[config.mk]
export PLATFORM = sky130hd
export DESIGN_NAME = sprite_layer_mixer
export DESIGN_NICKNAME = d
export VERILOG_FILES = /design/src/rtl/sprite_layer_mixer.sv
export SDC_FILE = /design/constraint.sdc
export NUM_CORES = 1
export LEC_CHECK = 0
export BUFFER_PORTS_ARGS = -buffer_cell sky130_fd_sc_hd__clkbuf_2
export CAP_MARGIN = 5
export CORE_ASPECT_RATIO = 0.8
export CORE_MARGIN = 1.5
export CORE_UTILIZATION = 45
export CTS_CLUSTER_SIZE = 12
export DETAILED_ROUTE_END_ITERATION = 6
export GPL_ROUTABILITY_DRIVEN = 0
export PLACE_DENSITY_LB_ADDON = 0.12
export REMOVE_ABC_BUFFERS = 1
export SLEW_MARGIN = 20
export SYNTH_ARGS = -nofsm -noshare
export SYNTH_HDL_FRONTEND = slang
export SYNTH_SLANG_ARGS = --single-unit
export TNS_END_PERCENT = 30
[constraint.sdc]
create_clock -name clk -period 5.3 [get_ports clk]
set_clock_uncertainty 0.2 [all_clocks]
set_input_delay 0.265 -clock clk [delete_from_list [all_inputs] [get_ports clk]]
set_output_delay 0.265 -clock clk [all_outputs]
set_load 0.01 [all_outputs]
[src/rtl/sprite_layer_mixer.sv]
// sprite_layer_mixer: three-stage sprite compositor over a video timing stream.
// Stage 1 does the per-layer box test and ROM addressing, stage 2 waits on the
// synchronous sprite ROMs, and stage 3 picks the topmost opaque layer.
// Layer positions and enables are latched at frame start so a frame never tears.
// Optional feature: define LAYER_COLLISION_EN to build per-frame collision flags
// between layer 0 and every other layer.

// Per-layer stage 1: box test against the frame's latched position plus ROM address.
module sprite_layer_lane #(
   parameter int SPR_W  = 64,
   parameter int SPR_H  = 64,
   parameter int ADDR_W = 20
) (
   input  logic              clk,
   input  logic              rst,
   input  logic              en,
   input  logic [9:0]        x,
   input  logic [9:0]        y,
   input  logic [10:0]       hcount,
   input  logic [10:0]       vcount,
   output logic [ADDR_W-1:0] rom_addr,
   output logic              inbox
);
   logic [10:0] x_lo, y_lo, x_hi, y_hi, dx, dy;
   logic        hit;

   // 11-bit bounds: a 10-bit corner plus sprite size cannot wrap.
   assign x_lo = {1'b0, x};
   assign y_lo = {1'b0, y};
   assign x_hi = x_lo + 11'(SPR_W);
   assign y_hi = y_lo + 11'(SPR_H);
   assign hit  = en && (hcount >= x_lo) && (hcount < x_hi) &&
                 (vcount >= y_lo) && (vcount < y_hi);
   assign dx   = hcount - x_lo;
   assign dy   = vcount - y_lo;

   // Register the in-box flag and the row-major sprite address (0 when outside).
   always_ff @(posedge clk) begin
      if (!rst) begin
         rom_addr <= '0;
         inbox    <= 1'b0;
      end else begin
         inbox    <= hit;
         rom_addr <= hit ? (ADDR_W'(dy) * ADDR_W'(SPR_W) + ADDR_W'(dx)) : '0;
      end
   end
endmodule

module sprite_layer_mixer #(
   parameter int          NUM_LAYERS = 3,
   parameter int          SPR_W      = 64,
   parameter int          SPR_H      = 64,
   parameter int          ADDR_W     = 20,
   parameter logic [11:0] KEY_COLOR  = 12'h000
) (
   input  logic                         clk,
   input  logic                         rst,
   input  logic [10:0]                  vcount_in,
   input  logic [10:0]                  hcount_in,
   input  logic                         vsync_in,
   input  logic                         hsync_in,
   input  logic                         vblnk_in,
   input  logic                         hblnk_in,
   input  logic [11:0]                  rgb_in,
   input  logic [NUM_LAYERS-1:0]        layer_en,
   input  logic [NUM_LAYERS*10-1:0]     layer_x,
   input  logic [NUM_LAYERS*10-1:0]     layer_y,
   output logic [NUM_LAYERS*ADDR_W-1:0] rom_addr,
   input  logic [NUM_LAYERS*12-1:0]     rom_data,
   output logic [10:0]                  vcount_out,
   output logic [10:0]                  hcount_out,
   output logic                         vsync_out,
   output logic                         hsync_out,
   output logic                         vblnk_out,
   output logic                         hblnk_out,
   output logic [11:0]                  rgb_out,
   output logic [NUM_LAYERS-1:0]        collide,
   output logic                         collide_valid
);
   typedef struct packed {
      logic [10:0] vcount;
      logic [10:0] hcount;
      logic        vsync;
      logic        hsync;
      logic        vblnk;
      logic        hblnk;
      logic [11:0] rgb;
   } stream_t;

   stream_t                     s_in, s1, s2, s3;
   logic                        frame_start;
   logic [NUM_LAYERS-1:0]       shadow_en, eff_en;
   logic [NUM_LAYERS*10-1:0]    shadow_x, shadow_y, eff_x, eff_y;
   logic [NUM_LAYERS-1:0]       inbox1, inbox2, opaque;
   logic [11:0]                 pix;

   assign s_in        = '{vcount: vcount_in, hcount: hcount_in, vsync: vsync_in,
                          hsync: hsync_in, vblnk: vblnk_in, hblnk: hblnk_in,
                          rgb: rgb_in};
   assign frame_start = (vcount_in == 11'd0) && (hcount_in == 11'd0);

   // The frame-start pixel itself already belongs to the new frame, so it
   // sees the live configuration; every later pixel sees the latched copy.
   assign eff_en = frame_start ? layer_en : shadow_en;
   assign eff_x  = frame_start ? layer_x  : shadow_x;
   assign eff_y  = frame_start ? layer_y  : shadow_y;

   // Latch layer configuration once per frame; cleared by reset so layers
   // stay dark until the first frame start after release.
   always_ff @(posedge clk) begin
      if (!rst) begin
         shadow_en <= '0;
         shadow_x  <= '0;
         shadow_y  <= '0;
      end else if (frame_start) begin
         shadow_en <= layer_en;
         shadow_x  <= layer_x;
         shadow_y  <= layer_y;
      end
   end

   genvar g;
   generate
      for (g = 0; g < NUM_LAYERS; g++) begin : g_lane
         sprite_layer_lane #(.SPR_W(SPR_W), .SPR_H(SPR_H), .ADDR_W(ADDR_W)) u_lane (
            .clk      (clk),
            .rst      (rst),
            .en       (eff_en[g]),
            .x        (eff_x[g*10 +: 10]),
            .y        (eff_y[g*10 +: 10]),
            .hcount   (hcount_in),
            .vcount   (vcount_in),
            .rom_addr (rom_addr[g*ADDR_W +: ADDR_W]),
            .inbox    (inbox1[g])
         );
         assign opaque[g] = inbox2[g] && (rom_data[g*12 +: 12] != KEY_COLOR);
      end
   endgenerate

   // Stream delay for stages 1 and 2, in-box flags travel with the ROM latency.
   always_ff @(posedge clk) begin
      if (!rst) begin
         s1     <= '0;
         s2     <= '0;
         inbox2 <= '0;
      end else begin
         s1     <= s_in;
         s2     <= s1;
         inbox2 <= inbox1;
      end
   end

   // Highest-index opaque layer wins; blanking forces black.
   always_comb begin
      pix = s2.rgb;
      for (int i = 0; i < NUM_LAYERS; i++)
         if (opaque[i]) pix = rom_data[i*12 +: 12];
      if (s2.hblnk || s2.vblnk) pix = 12'h000;
   end

   // Stage 3 output register.
   always_ff @(posedge clk) begin
      if (!rst) begin
         s3 <= '0;
      end else begin
         s3     <= s2;
         s3.rgb <= pix;
      end
   end

   assign vcount_out = s3.vcount;
   assign hcount_out = s3.hcount;
   assign vsync_out  = s3.vsync;
   assign hsync_out  = s3.hsync;
   assign vblnk_out  = s3.vblnk;
   assign hblnk_out  = s3.hblnk;
   assign rgb_out    = s3.rgb;

`ifdef LAYER_COLLISION_EN
   logic [NUM_LAYERS-1:0] acc, hit;

   // Layer 0 against each other layer at the same stage-3 pixel; bit 0 never set.
   always_comb begin
      hit = '0;
      for (int i = 1; i < NUM_LAYERS; i++)
         hit[i] = opaque[0] && opaque[i];
   end

   // Publish the previous frame's hits at frame start; a hit on that cycle
   // seeds the new frame's accumulator.
   always_ff @(posedge clk) begin
      if (!rst) begin
         acc           <= '0;
         collide       <= '0;
         collide_valid <= 1'b0;
      end else if (frame_start) begin
         collide       <= acc;
         collide_valid <= 1'b1;
         acc           <= hit;
      end else begin
         collide_valid <= 1'b0;
         acc           <= acc | hit;
      end
   end
`else
   assign collide       = '0;
   assign collide_valid = 1'b0;
`endif
endmodule
Yosys cells after proc, flatten, opt, wreduce, memory -nomap -nowiden
Cells that the tools add are included.
{"block": "word_totals", "output_inout_bits": 102, "ff_bits": 243, "elab_cells": 91, "in_bits": 139, "latch_bits": 0, "memories": 0, "mem_bits_rw": 0, "romBits": 0}
{"block": "classes", "n_mul": 0, "n_bitwise": 1, "n_reduce_logical": 26, "shifts": 0, "div": 0, "n_lt_le_gt_ge": 12, "n_eq_ne": 0, "addsub": 15, "n_mux": 6}
{"cell": "$add 10x7->11 const B", "n": 6}
{"cell": "$ge 11x10->1", "n": 6}
{"cell": "$lt 11x11->1", "n": 6}
{"cell": "$sub 11x10->11", "n": 6}
{"cell": "$mux 30", "n": 2}
{"cell": "$add 17x11->18", "n": 3}
{"cell": "$mux 12", "n": 3}
{"cell": "$reduce_bool 12->1", "n": 3}
{"cell": "$logic_not 11->1", "n": 2}
{"cell": "$logic_and 1x1->1", "n": 16}
{"cell": "$reduce_and 2->1", "n": 3}
{"cell": "$mux 3", "n": 1}
{"cell": "$reduce_or 2->1", "n": 1}
{"cell": "$logic_or 1x1->1", "n": 1}
{"cell": "$not 1->1", "n": 1}

Depth between registers and ports, before layout
{"block": "depth", "depth_word": 9, "ltp_mapped": 23}

Modules after synthesis
Synthesis repeated with hierarchy kept, for this count alone.
{"block": "unflattened", "hier_cells": 1345, "area_unflattened_um2": 12936.2}
{"module": "sprite_layer_mixer", "instances": 1, "cells_each": 522, "area_per_inst_um2": 6353.6, "seq_area_each_um2": 3603.5}
{"module": "sprite_layer_lane at g_lane[1].u_lane", "instances": 1, "cells_each": 276, "area_per_inst_um2": 2207.1, "seq_area_each_um2": 380.4}
{"module": "sprite_layer_lane at g_lane[0].u_lane", "instances": 1, "cells_each": 275, "area_per_inst_um2": 2193.4, "seq_area_each_um2": 380.4}
{"module": "sprite_layer_lane at g_lane[2].u_lane", "instances": 1, "cells_each": 272, "area_per_inst_um2": 2182.1, "seq_area_each_um2": 380.4}

Least setup slack after synthesis
Ideal clock, no wire load.
{"block": "synth_timing", "path_type": "input port to flip-flop", "startpoint": "input hcount_in[9]", "endpoint": "register g_lane[2].u_lane.rom_addr[14]", "setup_ps": 119, "path_slack_ps": 227, "path_stages": 22, "path_buffers": 3, "arrival_ps": 4754, "path_cell_list": "nor4_2 and4_1 buf_2 nand2_4 buf_1 buf_2 mux2i_1 ha_1 nor2b_1 o21ai_0 nand2_1 a311oi_1 a221oi_2 xor2_1 fa_1 a21o_1 a21oi_1 inv_1 a21oi_1 nor4_1 xnor2_1 nor2_4"}
{"block": "synth_between", "elab_chain_len": 9, "word_cells_on_any_way": 19, "cone_classes": "add/sub (5); order compare (4); mux (3); reduce/logical (7)"}
{"element": "start, declared", "line": "59", "rtl": "input logic [10:0] hcount_in,"}
{"element": "$logic_not 11->1", "line": "100", "rtl": "assign frame_start = (vcount_in == 11'd0) && (hcount_in == 11'd0);"}
{"element": "$logic_and 1x1->1", "line": "100"}
{"element": "$mux 30"}
{"element": "$add 10x7->11 or $ge 11x10->1 (tied branches)", "line": "30, 32"}
{"element": "$lt 11x11->1 or $logic_and 1x1->1 (tied branches)", "line": "32", "rtl": "assign hit = en && (hcount >= x_lo) && (hcount < x_hi) &&"}
{"element": "$logic_and 1x1->1 (2 in series)", "line": "32"}
{"element": "$logic_and 1x1->1", "line": "33", "rtl": "(vcount >= y_lo) && (vcount < y_hi);"}
{"element": "$reduce_and 2->1 (no source line)"}
{"element": "end signal, assigned", "line": "44", "rtl": "rom_addr <= hit ? (ADDR_W'(dy) * ADDR_W'(SPR_W) + ADDR_W'(dx)) : '0;"}
{"element": "end, declared", "line": "21", "rtl": "output logic [ADDR_W-1:0] rom_addr,"}
Several ways; a longest one is shown, not always the timed one.
A chain may end at the register's enable or synchronous reset.

Worst setup path after layout
{"block": "layout_timing", "startpoint": "input vcount_in[5]", "endpoint": "register g_lane[1].u_lane.rom_addr[16]"}
{"block": "layout_between", "elab_chain_len": 9, "word_cells_on_any_way": 19, "cone_classes": "add/sub (5); order compare (4); mux (3); reduce/logical (7)"}
{"element": "start, declared", "line": "58", "rtl": "input logic [10:0] vcount_in,"}
{"element": "$logic_not 11->1", "line": "100"}
{"element": "$logic_and 1x1->1", "line": "100"}
{"element": "$mux 30"}
{"element": "$add 10x7->11 or $ge 11x10->1 (tied branches)", "line": "30, 32"}
{"element": "$lt 11x11->1 or $logic_and 1x1->1 (tied branches)", "line": "32"}
{"element": "$logic_and 1x1->1 (2 in series)", "line": "32"}
{"element": "$logic_and 1x1->1", "line": "33"}
{"element": "$reduce_and 2->1 (no source line)"}
{"element": "end signal, assigned", "line": "44"}
{"element": "end, declared", "line": "21"}
Several ways; a longest one is shown, not always the timed one.

==> impl_results.md <==
- Outcome: complete, no violations
- Hold Crit Class: input port to flop
- Synth top area cells: dfxtp_1 39%, ha_1 11%, and2_1 5.8%
- CP required: 5.52 ns
- Clock Latency Late Sink: 0.53 ns
- Drt wl/cell: 16.26 µm
- Number of global-route vias before repair: 10077
- Synth cell types: 78
- Layout cells sized above 1: 0.2132
- Post-synthesis average cell area: 9.209 µm²
- Post-synthesis register bit count: 237
- Placed instance area: 0.01397 mm²
- Layout Nets: 1970
- Critical path arrival: 5.19 ns
- Worst R2R Path Depth: 17
- Worst path depth: 23
- Power Total: 0.004106 W
- Asr flop ratio synth: 0
- Final setup vio count: 0
- CTS tree: built
- Slew headroom: 0.3103
- Number of synthesized flops with an enable pin: 0
- Worst Tran Pin Value: 1.030 ns
- Clk sink count: 237
- Mapped Area: 0.01220 mm²
- Post-synth top flop: dfxtp_1
- Fin crit period: 4.964 ns
- Largest net degree at the start of global routing: 108
- Max cap viols: 0
- Fmax achieved: 201.4 MHz
- Critical path class: input port to flop
- CP max-delay cell: dlygate4sd3_1
- DRT Wirelength: 33880 µm
- Initial core utilization: 0.4612
- Worst hold path cell count: 4
- Clock tree buffer depth: 3
- Period utilisation layout: 0.9366
- RSZ-0062 raised after global routing: false
- Final HPWL DP: 25280 µm
- IO Count: 241
- Area Overhead vs Synth: 31.26%
- Vias per cell: 5.048
- Seq/Total Area, Yosys: 0.3888
- Power Dens Cells: 256.4 mW/mm²
- Synth Warn #: 0
- Slowest cell delay on critical path: 0.55 ns
- First-pass GRT wire length: 53050 µm
- DRC Markers: 0
- Synth area leader: dfxtp_1
- Port buffer count: 230
- Maximum vdd drop: 243.8 µV
- Final hold slack: 0.02891 ns
- First DRT Iteration DRCs: 503
- Final instance area: 0.01602 mm²
- Vias post-DR: 10519
- Initial antenna violation count: 2
- Top cell type's share of synthesized area: 0.3888
- Clk pin slew, worst setup/hold paths: 0.06 ns
- Core Box Area: 0.02646 mm²
- DIE AREA: 0.02812 mm²
- CP max FO: 24
- Overflow after GRT: 0
- Worst path bufs/invs: 5
- Antenna-violating nets left: 0
- Die height: 150.3 µm
- Crit end category: flop
- Startpoint types: input port
- GRT Resource Usage Total: 0.2371
- CTS root buf: clkbuf_16
- Post-layout util: 0.6053
- Critical Path, Cell by Cell: dlygate4sd3_1 -> clkbuf_2 -> nor4_4 -> buf_4 -> and4_1 -> nand2_4 -> buf_6 -> mux2i_1 -> fa_1 -> nand2b_1 -> a32oi_1 -> o31ai_1 -> xnor2_1 -> ha_1 -> inv_1 -> fa_1 -> nor2b_1 -> o21ai_0 -> nand2b_1 -> a21oi_2 -> nor4_1 -> xnor2_1 -> nor2_1
- H-Tree Depth: 1
- Slew Viols, Final: 0
- Final Hold Fails: 0
- Syn Inst Count: 1325
- Top delay family on crit path: simple AND/OR/NAND/NOR gates
- CTS buffer count: 25
- Row count: 53
- Die Wd: 187.1 µm
- Lkg Pwr: 7.409 nW
- Pre-antenna DRT Iters: 5
[flip-flops by register name (all words and copies together) (netlist names)]
register                cells
s1                         38
shadow_x                   30
shadow_y                   30
vblnk_out                   1
s2                         38
g_lane.u_lane.rom_addr     54
hblnk_out                   1
vcount_out                 11
g_lane.u_lane.inbox         3
hcount_out                 11
shadow_en                   3
rgb_out                    12
hsync_out                   1
inbox2                      3
vsync_out                   1
[path summary, 6_finish.rpt]
| path | startpoint | endpoint | slack (ns) |
|---|---|---|---|
| setup / recovery | vcount_in[5] | g_lane[1].u_lane.rom_addr[16] | 0.34 |
| hold / removal | layer_y[11] | shadow_y[11] | 0.03 |
| setup reg to reg | shadow_x[20] | g_lane[2].u_lane.rom_addr[14] | 1.21 |
| hold reg to reg | s2[26] | hcount_out[10] | 0.23 |
[tightest hold or removal path: stages]
cell      delay [ns]
clkbuf_2        0.08
mux2i_1         0.11
buf_4           0.18
nor2_1          0.09
[per-stage QoR]
stage,setup slack [ns],setup TNS (ns),std cells
finish,0.3359,0,2084
global placement,-0.02415,-0.02415,1922
detailed placement,-0.1451,-0.9919,1922
global route,0.04931,0,2084
floorplan,-0.03034,-0.05713,1282
CTS,0.009483,0,2082
[report_power, final]
group | internal, W | switching, W
Sequential | 0.00182 | 0.00000746
Clock | 0.000936 | 0.000686
Combinational | 0.000307 | 0.000353
[what timing repair did]
action,in CTS,in global routing
setup endpoints to repair,0,37
hold endpoints to repair,99,0
buffers inserted,0,1
hold buffers,121,0
gates resized for setup,0,16
[placed cells by master (no fill, tap or decap), types with 25 or more instances in the layout]
master | netlist | routed
dlygate4sd3_1 | 0 | 121
a21o_1 | 25 | 25
xnor2_1 | 43 | 42
clkbuf_16 | 0 | 25
mux2i_1 | 69 | 68
dfxtp_1 | 237 | 237
o21ai_0 | 33 | 32
ha_1 | 108 | 108
xor2_1 | 33 | 33
and2_1 | 114 | 113
nor2_1 | 177 | 176
nand2_1 | 35 | 35
inv_1 | 66 | 66
clkbuf_2 | 0 | 229
buf_4 | 11 | 53
a21oi_1 | 78 | 74
[area by class of cell]
class | instances | area (µm²)
multi-input cells | 976 | 7043
well taps | 357 | 446.7
diodes | 1 | 2.502
inverters | 69 | 259.0
fillers | 2345 | 10440
clock buffers | 34 | 719.4
flip-flops and latches | 237 | 4745
repair buffers | 405 | 2771
clock inverters | 5 | 28.78
[routing by layer]
layer  vias to the layer above  track usage  share of wire
met1                      4876       0.3297           0.49
met2                       269       0.3842           0.44
met5                         -            0        0.00041
li1                       5323            -              -
met4                         2      0.06089          0.022
met3                        49      0.03730          0.047
[synthesized netlist by cell type, types with 20 or more instances]
master    count
clkbuf_1     30
nand2_1      35
nor3_1       24
inv_1        66
a21oi_1      78
o21ai_0      33
mux2i_1      69
and2_1      114
a21o_1       25
nor2_1      177
nor2b_1      22
xnor2_1      43
ha_1        108
xor2_1       33
nand3_1      20
dfxtp_1     237
[logic make-up (layout without fill, tap and decap cells)]
group,count (synthesis),in the layout,synth area share
simple gates,468,468,0.2006
flops,237,237,0.3888
compound gates,230,230,0.1251
buf+inv,121,513,0.04297
fa+ha+maj,117,117,0.1255
xor+xnor,76,76,0.05455
mux,75,75,0.06214
other cells,1,11,0.0003073
No activity file was read; power rests on OpenSTA's default activity.
